### config.mk
export PLATFORM = sky130hd
export DESIGN_NAME = mul16_shift_add
export DESIGN_NICKNAME = d
export VERILOG_FILES = /design/src/rtl/mul16_shift_add.sv
export SDC_FILE = /design/constraint.sdc
export NUM_CORES = 1
export LEC_CHECK = 0
export BUFFER_PORTS_ARGS = -buffer_cell sky130_fd_sc_hd__buf_2
export CORE_MARGIN = 2
export CORE_UTILIZATION = 61
export CTS_CLUSTER_DIAMETER = 80
export DETAILED_ROUTE_END_ITERATION = 12
export PLACE_DENSITY_LB_ADDON = 0.25
export SLEW_MARGIN = 10
export SYNTH_ARGS = -nofsm -noshare
export SYNTH_HDL_FRONTEND = slang
export SYNTH_SLANG_ARGS = --single-unit
### constraint.sdc
create_clock -name clk -period 9.5 [get_ports clk]
set_input_delay 0.475 -clock clk [delete_from_list [all_inputs] [get_ports clk]]
set_output_delay 0.475 -clock clk [all_outputs]
set_load 0.05 [all_outputs]
### src/rtl/mul16_shift_add.sv
// mul16_shift_add: 16-cycle shift-and-add multiplier, low 16 bits of a*b.
// Define MUL16_EARLY_EXIT_EN to finish as soon as the remaining multiplier bits are all zero.
module mul16_ripple_add (
    input  logic [15:0] a_i,
    input  logic [15:0] b_i,
    output logic [15:0] sum_o
);
    logic [15:0] c;
    assign c[0] = 1'b0;
    for (genvar i = 0; i < 16; i++) begin : g_fa
        assign sum_o[i] = a_i[i] ^ b_i[i] ^ c[i];
        // carry out of bit 15 is dropped, so the chain stops one short
        if (i < 15) begin : g_c
            assign c[i+1] = (a_i[i] & b_i[i]) | (c[i] & (a_i[i] ^ b_i[i]));
        end
    end
endmodule

module mul16_shift_add (
    input  logic        clk,
    input  logic        reset_n,
    input  logic        in_valid,
    output logic        in_ready,
    input  logic [15:0] a,
    input  logic [15:0] b,
    output logic        out_valid,
    input  logic        out_ready,
    output logic [15:0] product,
    output logic        busy
);
    typedef enum logic [1:0] {IDLE, RUN, DONE} state_t;
    state_t      state_q, state_d;
    logic [15:0] acc_q, acc_d, mcand_q, mcand_d, mplier_q, mplier_d, res_q, res_d;
    logic [3:0]  cnt_q, cnt_d;
    logic [15:0] sum, acc_step;
    logic        last;

    mul16_ripple_add u_add (.a_i(acc_q), .b_i(mcand_q), .sum_o(sum));

    assign acc_step = mplier_q[0] ? sum : acc_q;
`ifdef MUL16_EARLY_EXIT_EN
    assign last = (mplier_q[15:1] == 15'd0);
`else
    assign last = (cnt_q == 4'd15);
`endif

    always_comb begin
        state_d  = state_q;
        acc_d    = acc_q;
        mcand_d  = mcand_q;
        mplier_d = mplier_q;
        cnt_d    = cnt_q;
        res_d    = res_q;
        case (state_q)
            IDLE: if (in_valid) begin
                acc_d    = 16'd0;
                mcand_d  = a;
                mplier_d = b;
                cnt_d    = 4'd0;
                state_d  = RUN;
            end
            RUN: begin
                acc_d    = acc_step;
                mcand_d  = mcand_q << 1;
                mplier_d = mplier_q >> 1;
                cnt_d    = cnt_q + 4'd1;
                if (last) begin
                    res_d   = acc_step;
                    state_d = DONE;
                end
            end
            DONE: if (out_ready) state_d = IDLE;
            default: state_d = IDLE;
        endcase
    end

    always_ff @(posedge clk or negedge reset_n) begin
        if (!reset_n) begin
            state_q  <= IDLE;
            acc_q    <= 16'd0;
            mcand_q  <= 16'd0;
            mplier_q <= 16'd0;
            cnt_q    <= 4'd0;
            res_q    <= 16'd0;
        end else begin
            state_q  <= state_d;
            acc_q    <= acc_d;
            mcand_q  <= mcand_d;
            mplier_q <= mplier_d;
            cnt_q    <= cnt_d;
            res_q    <= res_d;
        end
    end

    assign in_ready  = (state_q == IDLE);
    assign out_valid = (state_q == DONE);
    assign busy      = (state_q != IDLE);
    assign product   = res_q;
endmodule

======== Yosys cells after proc, flatten, opt, wreduce, memory -nomap -nowiden ========
Cells that the tools add are included.
word-level totals
  input port bits ......................... 36
  output and inout bits ................... 19
  flip-flop bits (word level) ............. 70
  word-level logic and storage cells ...... 106
cells by class
  bitwise operators ....................... 74
  reductions and logical operators ........ 6
  multiplexer cells ....................... 13
  eq/ne operators ......................... 6
  add/subtract/negate cells ............... 1
operators with widths
  operator               count
  $pmux W16 S2           3
  $mux W16               4
  $xor A1 B1 Y1          31
  $and A1 B1 Y1          29
  $or A1 B1 Y1           14
  $pmux W4 S2            1
  $mux W2                3
  $pmux W2 S3            1
  $add A4 B1 Y4 const B  1
  $eq A4 B4 Y1 const B   1
  $mux W4                1
  $ne A2 B2 Y1 const B   2
  $reduce_and A2 Y1      2
  $reduce_bool A2 Y1     2
  $reduce_and A3 Y1      1
  $eq A2 B1 Y1 const B   1
  $eq A2 B2 Y1 const B   1
  $logic_not A2 Y1       1
  $ne A2 B1 Y1 const B   1

======== Depth between registers and ports, before layout ========
Gate-level depths: netlist (run 1).
  word-level depth ........................ 32
  gate-level depth with buffers ........... 20
  depth with buffers taken out ............ 20

======== Hierarchy ========
From an unflattened synthesis (run 1), not the netlist that was laid out.
unflattened totals
  cells, all modules ...................... 298
  area, all modules ....................... 3,579.7 um^2
modules (own cells, without submodules)
  module            times used  cells an instance  seq. area each (um^2)  area an instance (um^2)
  mul16_shift_add   1           277                1,751.7                3,244.4
  mul16_ripple_add  1           21                 0.0                    335.3

======== Worst setup path after synthesis (run 1) ========
No wires, ideal clock.
  kind .................................... register to register
  from .................................... register acc_q[0]
  to ...................................... register acc_q[15]
  arrival ................................. 6.008 ns
  library setup time ...................... 0.087 ns
  data required time ...................... 9.413 ns
  cell stages (with the launch flop) ...... 21
  slack ................................... 3.405 ns
  period minus slack after synthesis ...... 6.095 ns
  cell sequence ........................... dfrtp_1 > ha_1 > inv_1 > fa_1 > fa_1 > fa_1 > fa_1 > fa_1 > fa_1 > fa_1 > fa_1 > fa_1 > fa_1 > fa_1 > fa_1 > inv_1 > fa_1 > fa_1 > xnor2_1 > or4_1 > o211ai_1
on the way
  longest elaborated chain between the ends .. 32
ends and longest elaborated chain
  item                        RTL line  RTL
  from (decl)                 33        logic [15:0] acc_q, acc_d, mcand_q, mcand_d, mplier_q, mplier_d, res_q, res_d;
  from (signal assigned)      80        acc_q <= 16'd0;
  from (signal assigned)      87        acc_q <= acc_d;
  $and A1 B1 Y1 (2 in a row)  14        assign c[i+1] = (a_i[i] & b_i[i]) | (c[i] & (a_i[i] ^ b_i[i]));
  $or A1 B1 Y1                14
  $and A1 B1 Y1               14
  $or A1 B1 Y1                14
  $and A1 B1 Y1               14
  $or A1 B1 Y1                14
  $and A1 B1 Y1               14
  $or A1 B1 Y1                14
  (+15 left out)              n/a
  $or A1 B1 Y1                14
  $and A1 B1 Y1               14
  $or A1 B1 Y1                14
  $and A1 B1 Y1               14
  $or A1 B1 Y1                14
  $xor A1 B1 Y1               11        assign sum_o[i] = a_i[i] ^ b_i[i] ^ c[i];
  $mux W16                    40        assign acc_step = mplier_q[0] ? sum : acc_q;
  $pmux W16 S2                54        case (state_q)
No other way between the ends.
A chain may end at the register's enable or synchronous reset.

======== Worst setup path in the final report (run 1) ========
Ends and elaborated chain as after synthesis.

==> results.txt, run 1 <==
Status = completed
Slowest stage delay, CP = 0.42 ns
Util after Layout = 70.2%
Grt ovf = 0
DR iter-0 viols = 138
Sum Neg Setup Slack = 0 ns
Final worst setup slack = 2.99 ns
Max-slew violations = 0
Vias after detailed routing = 2722
Worst Tran Pin Value = 0.873 ns
Synth area leader = dfrtp_1
CP endpoint = acc_q[15]$_DFFE_PN0P_
CTS tree = built
Worst Path Arrival = 6.76 ns
Rel. slew slack = 41.8%
N_diodes = 0
DIE HEIGHT = 81.7 microns
Complex-gate fraction of the synthesized area = 23.7%
GRT Util Overall = 26.4%
Final wirelength = 7.80 mm
CTS resizes = 0
Largest family of logic cells by synthesized area = compound AO/OA/AOI/OAI gates
RSZ-0062 raised after global routing = false
Most common cell on crit path = fa_1
Fin. Hold Viols = 0
Share of layout cells above drive strength 1 = 22.5%
Cts hold-fix bufs = 0
CP max stage cell = fa_1
Initial antenna violation count = 0
PortBufs = 54
Critical path's top delay family = adder cells
Area share of the largest cell type after synthesis = 47.6%
Synth Warn # = 0
Reg2reg start = acc_q[0]$_DFFE_PN0P_
Mapped Avg Cell Area = 10.8 sq um
Skew-Pair Late Insertion Delay = 0.35 ns
Area Growth Syn to Fin = 12.2%
Clock buffer depth = 2
Number of buffers created by CTS = 9
R2R depth = 20
Area share of fa/ha/maj cells after synthesis = 8.29%
Final GP Congestion = 0.786
Leak pwr = 0.00186 uW
ANT nets after route = 0
CP Cell Sequence = ha_1 -> inv_1 -> fa_1 -> fa_1 -> fa_1 -> fa_1 -> fa_1 -> fa_1 -> fa_1 -> fa_1 -> fa_1 -> fa_1 -> fa_1 -> fa_1 -> inv_1 -> fa_1 -> fa_1 -> xnor2_1 -> or4_1 -> o211ai_1
Max Clk Rate = 154 MHz
Reg clk slew, reported paths = 0.07 ns
Layout Nets = 436
XOR/XNOR Fraction of Synth Area = 0.238%
Critical Path Stages = 20
Crit path launch = acc_q[0]$_DFFE_PN0P_
Final period util = 68.5%
Register area share after synthesis = 47.6%
Die width = 81.7 microns
Synthesized cell area = 3680 sq um
Routed WL per cell = 16.9 microns
Fill cells = 443
Number of max-cap violations = 0
Post-layout min period = 6.51 ns
#FFs+latches synth = 70
Synth Net Count = 394
Endpoints failing setup = 0
Simple-gate portion of the synthesized area = 6.32%
Startpoint types = flip-flop
Buffers & Inverters on Critical Path = 2
Clk sinks = 70
DIE AREA = 6680 sq um
CP Data Required Time = 9.76 ns
Crit path kind = reg -> reg
Mux cell area share after synthesis = 6.90%
Worst Skew = 0.0113 ns
CTS Root Cell = clkbuf_8
Tightest Hold Check Type = in -> async
Largest cells by area after synthesis = dfrtp_1 (48%), fa_1 (7.6%), a22oi_1 (6.1%)
Num rows = 28
Pwr/cell area = 339 nW/um^2
Drt first pass iters = 5
Setup WS pre-CTS = 3.04 ns
CTS H-tree depth = 3
Setup Buffers After CTS = 0
Synth cell types = 35
Vias per cell = 5.89
Core Region = 5890 sq um
Worst VDD drop = 0.183 mV
Initial Util = 62.6%
Crit-path max FO = 3
HPWL Detailed = 5.03 mm
First-pass GRT wire length = 13.2 mm
Number of global-route vias before repair = 2729
Critical R2R Capture = acc_q[15]$_DFFE_PN0P_
Critical Path Sink Type = flip-flop
Reg2Reg Setup Slack = 2.99 ns
Largest net degree at the start of global routing = 71
Cells after synthesis = 342
# IOs = 55
Remaining DRCs = 0
[Yosys cell counts]
cell type / instances
a21oi_1: 32
nand2_1: 6
o311a_1: 1
a22oi_1: 30
xnor2_1: 1
a21o_1: 1
a2bb2oi_1: 14
fa_1: 14
buf_8: 1
mux2_2: 7
o21ai_0: 30
buf_2: 11
and3_1: 1
o21ai_1: 4
o211ai_1: 1
and2_4: 1
dfrtp_1: 70
buf_6: 2
or4_1: 1
nand3_1: 2
o21bai_1: 1
nor2_1: 9
a32o_1: 4
inv_2: 1
o2bb2ai_1: 12
o311ai_0: 1
or2_1: 1
nand2b_1: 1
inv_1: 29
nor2b_1: 21
a22o_1: 1
mux2i_1: 10
mux2_4: 5
ha_1: 2
clkbuf_1: 14
[registers in the layout (all words and copies together) (netlist names)]
name and flops:
acc_q 16, cnt_q 4, mcand_q 16, mplier_q 16, product 16, state_q 2
[layout by cell type, fill, tap and decap left out, drive strengths merged, types with 2 or more instances in the layout]
cell,count
a21oi,32
ha,2
mux2i,10
a32o,4
nand3,2
fa,14
dfrtp,70
mux2,12
o2bb2ai,12
buf,59
a2bb2oi,14
o21ai,34
a22oi,30
inv,30
nor2b,21
nand2,6
clkbuf,13
nor2,9
[through the flow]
step                      total power [uW]  std cells  hold slack (ns)  area, sq um
after floorplan                       1020        342            0.179         3680
after global placement                1140        448            0.471         3950
after detailed placement              1170        448            0.474         3950
after CTS                             1410        462            0.365         4130
after global routing                  1510        462            0.392         4130
final                                 1400        462            0.317         4130
[cell type report]
type / instances / area, sq um / area share (%)
sequential: 70 / 1750 / 42.4
multi-input combinational: 214 / 1680 / 40.6
timing repair buffer: 59 / 308 / 7.45
clock buffer: 13 / 159 / 3.84
inverter: 30 / 113 / 2.72
tap: 75 / 93.8 / 2.27
clock inverter: 1 / 30.0 / 0.726
[worst register-to-register path, stage by stage (launching register included)]
cell and delay [ns]:
dfrtp_1 0.39, ha_1 0.17, inv_1 0.05, fa_1 0.39, fa_1 0.42, fa_1 0.42, fa_1 0.40, fa_1 0.39
fa_1 0.40, fa_1 0.39, fa_1 0.40, fa_1 0.40, fa_1 0.40, fa_1 0.40, fa_1 0.36, inv_1 0.07
fa_1 0.17, fa_1 0.19, xnor2_1 0.11, or4_1 0.41, o211ai_1 0.11
[metal layers]
layer,track usage (%),share of wire (%),vias up
met5,0,0,-
met3,5.27,7.0,8
met1,37.5,44,1327
li1,-,-,1299
met4,11.7,1.2,0
met2,39.8,48,88
[report_power, final]
part           switching (uW)  total (uW)  internal (uW)
combinational             413         654            241
sequential               93.5         510            417
clock                     106         239            133
total                     612        1400            791
[cell families after synthesis]
logic type                 count (synthesis)
AOI/OAI and AO/OA                        132
xor gates and xnor gates                   1
adders and majority gates                 16
buffers and inverters                     58
DFF                                       70
muxes                                     22
and+or+nand+nor                           43
[how the worst min path moves through the flow]
stage,from,to,slack [ns],cells past startpoint
after detailed placement,acc_q[3]$_DFFE_PN0P_,acc_q[3]$_DFFE_PN0P_,0.47,1
after floorplan,reset_n,acc_q[0]$_DFFE_PN0P_,0.18,0
final,reset_n,product[11]$_DFFE_PN0P_,0.32,2
after global routing,a[0],mcand_q[0]$_DFFE_PN0P_,0.39,2
after CTS,reset_n,product[10]$_DFFE_PN0P_,0.36,2
after global placement,acc_q[7]$_DFFE_PN0P_,acc_q[7]$_DFFE_PN0P_,0.47,1
Power figures use the tool's default switching activity.
==> run 2: changes to the inputs <==
--- a/config.mk
+++ b/config.mk
@@ -7,7 +7,7 @@
 export LEC_CHECK = 0
 export BUFFER_PORTS_ARGS = -buffer_cell sky130_fd_sc_hd__buf_2
 export CORE_MARGIN = 2
-export CORE_UTILIZATION = 61
+export CORE_UTILIZATION = 51
 export CTS_CLUSTER_DIAMETER = 80
 export DETAILED_ROUTE_END_ITERATION = 12
 export PLACE_DENSITY_LB_ADDON = 0.25
==> constraint.sdc (replaced) <==
create_clock -name clk -period 5.97 [get_ports clk]
set_input_delay 0.2985 -clock clk [delete_from_list [all_inputs] [get_ports clk]]
set_output_delay 0.2985 -clock clk [all_outputs]
set_load 0.05 [all_outputs]
==> run 2 against run 1 <==
  * Combinational power is 67% higher
  * Sequential cell count stayed put
  * Total power is 66% higher
  * Cell area is 3.0% higher
  * Count of clock-buffer cells in the layout is 1 lower
  * Clock power is 78% higher
  * Register-to-register slack worse by 2.9 ns
  * First-iteration DRC count is 53% higher
  * Hold slack worse by 0.17 ns
  * Die area is 19% higher
  * Sequential share of layout area is 1.2 points lower
  * Maximum frequency is 10% higher
==> results.txt, run 2 (synthesis gave the netlist of run 1 again) <==
Status = completed
CTS H-tree depth = 3 (unchanged)
Critical path's top delay family = adder cells
Num rows = 30 (+7.1%)
Worst Path Arrival = 6.16 ns (-0.60 ns)
Most common cell on crit path = fa_2
Die width = 89.0 microns (+8.9%)
Initial antenna violation count = 0 (unchanged)
Final wirelength = 8.46 mm (+8.4%)
Final worst setup slack = 0.0805 ns (-2.91 ns)
CTS tree = built
Share of layout cells above drive strength 1 = 27.9% (+5.4 points)
Endpoints failing setup = 0 (unchanged)
Number of global-route vias before repair = 2763 (+1.2%)
Number of buffers created by CTS = 9 (unchanged)
Remaining DRCs = 0 (unchanged)
Rel. slew slack = 39.4% (-2.4 points)
Setup Buffers After CTS = 0 (unchanged)
GRT Util Overall = 23.3% (-3.1 points)
CP Data Required Time = 6.24 ns (-3.52 ns)
Skew-Pair Late Insertion Delay = 0.35 ns (about the same)
DR iter-0 viols = 211 (+53%)
Reg clk slew, reported paths = 0.07 ns (about the same)
Area of the multi-input gates = 1710 sq um (+2.1%)
Initial Util = 53.3% (-9.3 points)
DIE AREA = 7920 sq um (+19%)
# IOs = 55 (unchanged)
Max-slew violations = 0 (unchanged)
Vias after detailed routing = 2808 (+3.2%)
Startpoint types = flip-flop
RSZ-0062 raised after global routing = true
Fin. Hold Viols = 0 (unchanged)
CP max stage cell = or4_1
Area Growth Syn to Fin = 15.6%
N_diodes = 0 (unchanged)
Leak pwr = 0.00190 uW (+2.2%)
Core Region = 6910 sq um (+17%)
Crit-path max FO = 3 (unchanged)
Worst Tran Pin Value = 0.905 ns (+0.0314 ns)
Worst Skew = 0.00624 ns (-0.00507 ns)
Post-layout min period = 5.89 ns (-0.616 ns)
ANT nets after route = 0 (unchanged)
Cts hold-fix bufs = 0 (unchanged)
Routed WL per cell = 17.3 microns (+2.2%)
Final period util = 98.7% (+30 points)
First-pass GRT wire length = 13.9 mm (+5.0%)
Pwr/cell area = 546 nW/um^2 (+61%)
Clock buffer depth = 2 (unchanged)
HPWL Detailed = 5.23 mm (+4.1%)
Drt first pass iters = 4 (-1)
Max Clk Rate = 170 MHz (+10%)
Util after Layout = 61.7% (-8.6 points)
Vias per cell = 5.73 (-2.7%)
CP Cell Sequence = ha_2 -> inv_2 -> fa_2 -> fa_2 -> fa_2 -> fa_2 -> fa_2 -> fa_2 -> fa_2 -> fa_2 -> fa_2 -> fa_2 -> fa_2 -> fa_2 -> inv_2 -> fa_2 -> fa_1 -> xnor2_1 -> or4_1 -> o211ai_1
Largest net degree at the start of global routing = 71 (unchanged)
Sequential cell area = 1750 sq um (unchanged)
Grt ovf = 0 (unchanged)
Crit path kind = reg -> reg
Clk sinks = 70 (unchanged)
PortBufs = 54 (unchanged)
Leading cell type in the layout, fill and taps excluded = dfrtp_1
DIE HEIGHT = 89.0 microns (+8.9%)
Setup WS pre-CTS = -0.189 ns (-3.23 ns)
Number of max-cap violations = 0 (unchanged)
Slowest stage delay, CP = 0.41 ns (about the same)
Dpl cells = 474 (+5.8%)
Sum Neg Setup Slack = 0 ns (unchanged)
Most frequent cells in the layout = dfrtp_1 (70), buf_2 (54), a21oi_1 (32)
Final GP Congestion = 0.778 (-1.1%)
Final Non-Filler Cells = 490 (+6.1%)
Layout Nets = 441 (+1.1%)
Fill cells = 618 (+40%)
Tightest Hold Check Type = in -> async
CTS Root Cell = clkbuf_8
Critical Path Sink Type = flip-flop
Buffers & Inverters on Critical Path = 2 (unchanged)
Worst VDD drop = 0.234 mV (+28%)
run 2: worst paths after layout:
| check | startpoint | end | slack [ns] | depth (start not counted) |
|---|---|---|---|---|
| max in group asynchronous | reset_n | product[0]$_DFFE_PN0P_ | 5.22 | 2 |
| hold reg to reg | acc_q[3]$_DFFE_PN0P_ | acc_q[3]$_DFFE_PN0P_ | 0.49 | 1 |
| setup / recovery | acc_q[0]$_DFFE_PN0P_ | acc_q[15]$_DFFE_PN0P_ | 0.08 | 20 |
| setup reg to reg | acc_q[0]$_DFFE_PN0P_ | acc_q[15]$_DFFE_PN0P_ | 0.08 | 20 |
| hold / removal | reset_n | product[10]$_DFFE_PN0P_ | 0.15 | 2 |
| min in group clk | a[0] | mcand_q[0]$_DFFE_PN0P_ | 0.20 | 2 |
run 2: final cells by class:
type	count	share of cell area, %
Tap cell	96	2.82
Clock inverter	4	1.65
Inverter	30	2.64
Sequential cell	70	41.1
Timing Repair Buffer	64	8.11
Multi-Input combinational cell	214	40.2
Clock buffer	12	3.41
run 2: timing repair:
item / in CTS / in global routing
setup endpoints to repair: 4 / 4
gates resized for setup: 5 / 7
pin swaps: 0 / 1
hold endpoints to repair: 0 / 0
run 2: worst register-to-register path: cells and delay by family (launching register included):
kind	cells	cell delay [ns]
AND/OR/NAND/NOR	1	0.41
XOR/XNOR	1	0.10
flip-flops	1	0.36
AO/OA/AOI/OAI	1	0.11
adder cells (fa/ha/maj)	15	4.72
buffers and inverters	2	0.09
run 2: power breakdown:
part	switching [uW]	internal (uW)	total (uW)	leakage, uW
registers	148	663	811	0.000912
clock network	179	246	425	0.000110
logic	682	406	1090	0.000880
total	1010	1310	2320	0.00190
run 2: per-stage QoR:
| step | total power (uW) | hold slack [ns] | area [sq um] |
|---|---|---|---|
| after floorplan | 1620 | 0.00291 | 3690 |
| after global routing | 2500 | 0.186 | 4260 |
| after CTS | 2330 | 0.182 | 4250 |
| final | 2320 | 0.147 | 4260 |
| after detailed placement | 1890 | 0.474 | 4020 |
| after global placement | 1860 | 0.473 | 4020 |
run 2: routing by layer:
layer  wire, microns  share of wire [%]  track usage (%)  vias up
li1                -                  -                -     1307
met1            3970                 47             33.4     1424
met2            3980                 47             35.2       64
met3             387                4.6             5.54       13
met4             117                1.4             8.01        0
met5               0                  0                0        -
